### src/rtl/color_frame_classifier.sv
// rtl/color_frame_classifier.sv - TCS3200-style colour sensor frame sampler and R/G/B classifier
//
// Purpose: steps the sensor filter through red, green and blue. Each colour gets a
//   settle interval followed by a fixed gate window in which sensor_out rising edges
//   are counted. One DECIDE cycle then turns the three counts into a colour code.
// Ports:
//   clk           in   system clock
//   rst           in   synchronous reset, active-high
//   sensor_out    in   raw sensor frequency output, asynchronous to clk
//   s2, s3        out  sensor filter selects (red 00, green 11, blue 01)
//   color[2:0]    out  0 none, 1 red, 2 green, 3 blue; updates only when DECIDE is left
//   data_set_done out  high from the first classified frame until reset
// Optional build macro: CLASSIFY_HYST_EN. When it is defined, color only takes a code
//   that two consecutive frames agree on.
module color_frame_classifier #(
  parameter int GATE_CYCLES   = 50000,
  parameter int SETTLE_CYCLES = 500,
  parameter int CNT_W         = 16,
  parameter int MIN_COUNT     = 20,
  parameter int MARGIN        = 8
) (
  input  logic       clk,
  input  logic       rst,
  input  logic       sensor_out,
  output logic       s2,
  output logic       s3,
  output logic [2:0] color,
  output logic       data_set_done
);

  localparam int TMR_MAX = (GATE_CYCLES > SETTLE_CYCLES) ? GATE_CYCLES : SETTLE_CYCLES;
  localparam int TMR_W   = $clog2(TMR_MAX + 1);

  typedef enum logic [2:0] {
    SEL_R, CNT_R, SEL_G, CNT_G, SEL_B, CNT_B, DECIDE
  } state_t;

  state_t           r_state;
  state_t           w_state_next;
  logic [TMR_W-1:0] r_timer;
  logic             w_state_done;
  logic             r_sync1, r_sync2, r_sync3;
  logic             w_rise;
  logic [CNT_W-1:0] r_cnt_r, r_cnt_g, r_cnt_b;
  logic [CNT_W-1:0] w_max, w_second;
  logic [1:0]       w_idx;
  logic [2:0]       w_code;
  logic             r_s2, r_s3;
  logic [2:0]       r_color;
  logic             r_done;

  // Two flops resynchronise sensor_out; the third holds the previous level for edge detect.
  always_ff @(posedge clk) begin
    if (rst) begin
      r_sync1 <= 1'b0;
      r_sync2 <= 1'b0;
      r_sync3 <= 1'b0;
    end else begin
      r_sync1 <= sensor_out;
      r_sync2 <= r_sync1;
      r_sync3 <= r_sync2;
    end
  end
  assign w_rise = r_sync2 & ~r_sync3;

  always_ff @(posedge clk) begin
    if (rst) r_state <= SEL_R;
    else     r_state <= w_state_next;
  end

  always_comb begin
    w_state_done = 1'b0;
    w_state_next = r_state;
    case (r_state)
      SEL_R, SEL_G, SEL_B: w_state_done = (r_timer == TMR_W'(SETTLE_CYCLES - 1));
      CNT_R, CNT_G, CNT_B: w_state_done = (r_timer == TMR_W'(GATE_CYCLES - 1));
      default:             w_state_done = 1'b1;
    endcase
    if (w_state_done) begin
      case (r_state)
        SEL_R:   w_state_next = CNT_R;
        CNT_R:   w_state_next = SEL_G;
        SEL_G:   w_state_next = CNT_G;
        CNT_G:   w_state_next = SEL_B;
        SEL_B:   w_state_next = CNT_B;
        CNT_B:   w_state_next = DECIDE;
        default: w_state_next = SEL_R;
      endcase
    end
  end

  // Cycles spent in the current state. It restarts on every state change.
  always_ff @(posedge clk) begin
    if (rst || w_state_done) r_timer <= '0;
    else                     r_timer <= r_timer + 1'b1;
  end

  // The filter selects are decoded from the next state. They therefore change on the
  // same edge that enters the matching SEL state.
  always_ff @(posedge clk) begin
    if (rst) begin
      r_s2 <= 1'b0;
      r_s3 <= 1'b0;
    end else begin
      case (w_state_next)
        SEL_G, CNT_G: begin r_s2 <= 1'b1; r_s3 <= 1'b1; end
        SEL_B, CNT_B: begin r_s2 <= 1'b0; r_s3 <= 1'b1; end
        default:      begin r_s2 <= 1'b0; r_s3 <= 1'b0; end
      endcase
    end
  end

  // Saturating per-channel counters. Each one is cleared during its own SEL state.
  always_ff @(posedge clk) begin
    if (rst) begin
      r_cnt_r <= '0;
      r_cnt_g <= '0;
      r_cnt_b <= '0;
    end else begin
      case (r_state)
        SEL_R: r_cnt_r <= '0;
        SEL_G: r_cnt_g <= '0;
        SEL_B: r_cnt_b <= '0;
        CNT_R: if (w_rise && (r_cnt_r != '1)) r_cnt_r <= r_cnt_r + 1'b1;
        CNT_G: if (w_rise && (r_cnt_g != '1)) r_cnt_g <= r_cnt_g + 1'b1;
        CNT_B: if (w_rise && (r_cnt_b != '1)) r_cnt_b <= r_cnt_b + 1'b1;
        default: ;
      endcase
    end
  end

  // A tie for the largest count leaves w_second equal to w_max. That zero difference
  // fails the margin test, so ties always give "no colour".
  always_comb begin
    w_idx    = 2'd1;
    w_max    = r_cnt_r;
    w_second = (r_cnt_g >= r_cnt_b) ? r_cnt_g : r_cnt_b;
    if ((r_cnt_g > r_cnt_r) && (r_cnt_g >= r_cnt_b)) begin
      w_idx    = 2'd2;
      w_max    = r_cnt_g;
      w_second = (r_cnt_r >= r_cnt_b) ? r_cnt_r : r_cnt_b;
    end else if ((r_cnt_b > r_cnt_r) && (r_cnt_b > r_cnt_g)) begin
      w_idx    = 2'd3;
      w_max    = r_cnt_b;
      w_second = (r_cnt_r >= r_cnt_g) ? r_cnt_r : r_cnt_g;
    end
    w_code = {1'b0, w_idx};
    if (w_max < CNT_W'(MIN_COUNT))                 w_code = 3'd0;
    else if ((w_max - w_second) < CNT_W'(MARGIN))  w_code = 3'd0;
  end

`ifdef CLASSIFY_HYST_EN
  logic [2:0] r_raw;

  always_ff @(posedge clk) begin
    if (rst) begin
      r_color <= 3'd0;
      r_raw   <= 3'd0;
      r_done  <= 1'b0;
    end else if (r_state == DECIDE) begin
      if (w_code == r_raw) r_color <= w_code;
      r_raw  <= w_code;
      r_done <= 1'b1;
    end
  end
`else
  always_ff @(posedge clk) begin
    if (rst) begin
      r_color <= 3'd0;
      r_done  <= 1'b0;
    end else if (r_state == DECIDE) begin
      r_color <= w_code;
      r_done  <= 1'b1;
    end
  end
`endif

  assign s2            = r_s2;
  assign s3            = r_s3;
  assign color         = r_color;
  assign data_set_done = r_done;

endmodule

### config.mk
export PLATFORM = sky130hd
export DESIGN_NAME = color_frame_classifier
export DESIGN_NICKNAME = d
export VERILOG_FILES = /design/src/rtl/color_frame_classifier.sv
export SDC_FILE = /design/constraint.sdc
export NUM_CORES = 1
export LEC_CHECK = 0
export BUFFER_PORTS_ARGS = -buffer_cell sky130_fd_sc_hd__buf_2
export CORE_ASPECT_RATIO = 1.2
export CORE_MARGIN = 5
export CORE_UTILIZATION = 40
export DETAILED_ROUTE_END_ITERATION = 10
export GPL_ROUTABILITY_DRIVEN = 0
export PLACE_DENSITY = 0.53
export SETUP_SLACK_MARGIN = 0.05
export SLEW_MARGIN = 25
export SYNTH_ARGS = -nofsm -noshare
export SYNTH_HDL_FRONTEND = slang
export SYNTH_SLANG_ARGS = --single-unit
### constraint.sdc
create_clock -name clk -period 7.4 [get_ports clk]
set_input_delay 2.22 -clock clk [delete_from_list [all_inputs] [get_ports clk]]
set_output_delay 2.22 -clock clk [all_outputs]
set_load 0.05 [all_outputs]
==> qor.yml <==
die:
  core_area_sq_um: 16200
  rows: 51
  fp.dieArea_sq_um: 19100
  die-height_um: 151
  initial_core_util_pct: 40.6
  die_w_um: 127
  boundaryPins: 9
global_routing:
  grt_util_all_layers_pct: 21.5
  antenna_found_initial: 0
  grt_max_degree: 40
  gr-total-overflow: 0
  grt_pass1_wl_um: 32200
  grt_pass1_vias: 6021
logic_synthesis:
  synth_cell_type_count: 84
  synth_top_area_cell: "dfxtp_1"
  synthesis.nets: 964
  ys_ff_latch: 75
  yosysWarnings: 0
  yosysSeqAreaShare_pct: 22.8
  async_flop_share_pct: 0
  syn_inst: 895
  avgSynthCellArea_sq_um: 7.35
  synth_edf_count: 0
  syn_area_sq_um: 6580
  synth_top_area_share_pct: 22.8
  synthTopCellsByArea: "dfxtp_1, ha_1, nor2_1, nand2_1, a21oi_1"
  ys.flop_type: "dfxtp_1"
drt:
  route.detailed.drc: 0
  viasPerCell: 5.72
  drtPass1Iterations: 7
  drt_iter0_markers: 340
  wl_per_cell_um: 18.4
  drtAntennaViolNets: 0
  vias: 6300
  routed_wl_um: 20300
placed_design:
  post-dp-hpwl_um: 15700
  io_buffers: 7
  post-place-ws_ns: 1.48
  dpl.cell_count: 1086
worst_hold_path:
  hp-start: "r_sync1"
  hold_path.class: "reg -> reg"
  hold_path_end: "r_sync2"
  hold_path_depth: 1
pwr:
  p_sw_share_pct: 23.8
  power.share.combinational_pct: 1.4
  peakVddDrop_uv: 88.6
  p_int_uw: 651
  p_sw_uw: 203
  clkPwrFrac_pct: 50.9
  seqPwrFrac_pct: 47.7
  power_density_nw_per_um2: 121
  power.leakage_nw: 2.76
timing:
  worstMarginPinSlew_ns: 0.904
  max_clock_freq_ghz: 0.167
  finalSetupTns_ns: 0
  grt_setup_unrepaired: "no"
  hold_violations: 0
  slew_headroom_pct: 39.6
  drv_slew: 0
  skew_ns: 0.00850
  worst_slack_ns: 1.41
  fin_crit_sh_pct: 81.0
  setup_viol: 0
  min_period_ns: 5.99
worst_setup_path:
  crit_top_cell: "a21oi_1"
  crit_required_ns: 7.61
  r2r_cells: 22
  critical_path.cell_chain: "inv_1 -> ha_1 -> nand4_1 -> or4_1 -> o221ai_1 -> nand2_1 -> nor2_1 -> buf_4 -> nor2_1 -> a211oi_1 -> a21oi_1 -> ha_1 -> a21oi_1 -> and2b_2 -> nand2_1 -> nand3_1 -> o31ai_1 -> a21oi_1 -> xor2_1 -> a2111o_1 -> nor4_2 -> o31ai_1"
  r2r_start: "r_cnt_g[10]"
  max_stage_delay_ns: 0.66
  rrSetupSlack_ns: 1.41
  crit_type: "reg -> reg"
  worst_setup_path_start_kind: "flip-flop"
  worstReg2RegEnd: "color[1]"
  crit_arrival_ns: 6.20
  cpMaxStageDelayCell: "nor2_1"
  path_max_fanout: 10
  setup.worst_path.end_class: "flip-flop"
clocking:
  cts_made_buffers: 9
  cts_tree: "yes"
  insertion_delay_ns: 0.35
  clkSinkCount: 75
  ctsResizeCount: 0
  cts_root_buf: "clkbuf_16"
  clkTransAtPathRegs_ns: 0.07
  cts_buffer_depth: 2
  postCtsSetupBuffers: 0
  hold_buffers: 0
  cts_htree_levels: 3
finish:
  drive_gt1_share_pct: 7.64
  diodes: 0
  syn_to_final_growth_pct: 7.45
  final_cells: 1102
  final_nets: 954
status:
  status: "complete, no violations"
run:
  drv_cap: 0
[cell usage after synthesis (3+ instances only)]
cell type	instances
a211o_1	4
a211oi_1	7
a21boi_0	3
a21o_1	12
a21oi_1	72
a22oi_1	9
a311o_1	3
a311oi_1	11
and3_1	11
buf_1	5
buf_4	4
clkbuf_1	25
clkbuf_8	3
dfxtp_1	75
ha_1	66
inv_1	44
mux2i_1	6
nand2_1	117
nand2b_1	10
nand3_1	32
nand3b_1	4
nand4_1	25
nor2_1	125
nor2b_1	9
nor3_1	25
nor4_1	5
o211ai_1	10
o21a_1	3
o21ai_0	26
o21bai_1	3
o22ai_1	4
o31ai_1	4
or2_2	6
or4_1	3
xnor2_1	39
xor2_1	24
[per-stage QoR]
| step | power (mW) | util, % | hold WS [ns] | cell area (sq um) |
|---|---|---|---|---|
| finish | 0.854 | 43.6 | 0.447 | 7070 |
| global route | 0.884 | 43.6 | 0.466 | 7070 |
| global placement | 0.429 | 41.8 | 0.445 | 6770 |
| detailed placement | 0.429 | 41.8 | 0.451 | 6780 |
| CTS | 0.868 | 43.6 | 0.457 | 7070 |
| floorplan | 0.426 | - | 0.414 | 6580 |
[kinds of logic after synthesis]
logic type | Yosys count | share of synthesized area [%]
AO/OA/AOI/OAI | 199 | 20.2
XOR/XNOR | 63 | 8.39
multiplexers | 8 | 1.26
AND/OR/NAND/NOR | 400 | 29.2
buffers and inverters | 83 | 5.57
flip-flops | 75 | 22.8
other | 1 | 0.0570
adder cells (fa/ha/maj) | 66 | 12.5
[power by group through the flow]
stage	clock, mW	combinational, mW	sequential, mW
after floorplan	0	0.00978	0.416
after global placement	0	0.0127	0.416
after detailed placement	0	0.0126	0.416
after CTS	0.449	0.0126	0.407
after global routing	0.463	0.0136	0.407
final	0.435	0.0122	0.407
[routing by layer]
layer | global-route usage (%) | vias up | routed length (um)
li1 | - | 3154 | -
met1 | 25.4 | 2970 | 8620
met2 | 37.9 | 131 | 10100
met3 | 2.95 | 45 | 704
met4 | 10.8 | 0 | 869
met5 | 0 | - | 0
[worst max path at each step]
stage / startpoint / end / slack [ns] / depth (start not counted)
finish: r_cnt_g[10] / color[1] / 1.41 / 22
global route: r_cnt_g[10] / color[1] / 0.97 / 22
CTS: r_cnt_g[10] / color[1] / 1.46 / 22
detailed placement: r_cnt_g[10] / color[1] / 1.48 / 22
global placement: r_cnt_g[7] / color[1] / 1.40 / 23
floorplan: r_cnt_r[10] / color[0] / 2.08 / 25
[placed cells by master, fill, tap and decap left out, drive strengths merged, types with 8 or more instances in the layout]
master / n
nand2b: 10
nor3: 25
a311oi: 11
nor2b: 9
xor2: 24
a211oi: 8
o21ai: 29
nand4: 26
nor2: 126
and3: 13
o211ai: 11
clkbuf: 10
a22oi: 9
buf: 18
a21o: 13
nand2: 117
dfxtp: 75
a21oi: 73
nand3: 34
xnor2: 39
ha: 66
inv: 47
[critical path: cells and delay by family, from the launching register on]
family                   cells  cell delay (ns)
AO/OA/AOI/OAI                8             1.58
XOR/XNOR                     1             0.16
adder cells (fa/ha/maj)      2             0.73
buffers and inverters        2             0.42
flip-flops                   1             0.45
AND/OR/NAND/NOR              9             2.50
[layout make-up]
type	count	area, sq um
Sequential cell	75	1500
Clock buffer	10	239
Timing Repair Buffer	18	118
Inverter	44	165
Multi-Input combinational cell	737	4730
Fill cell	1732	9140
Clock inverter	6	53.8
Tap cell	212	265
[registers in the layout, summed over array words and instances, names as in the netlist]
register	cells
r_cnt_g	16
r_sync2	1
r_sync3	1
r_timer	16
r_cnt_b	16
color	2
r_sync1	1
s2	1
s3	1
r_state	3
r_cnt_r	16
data_set_done	1
(Power assumes the default switching activity.)
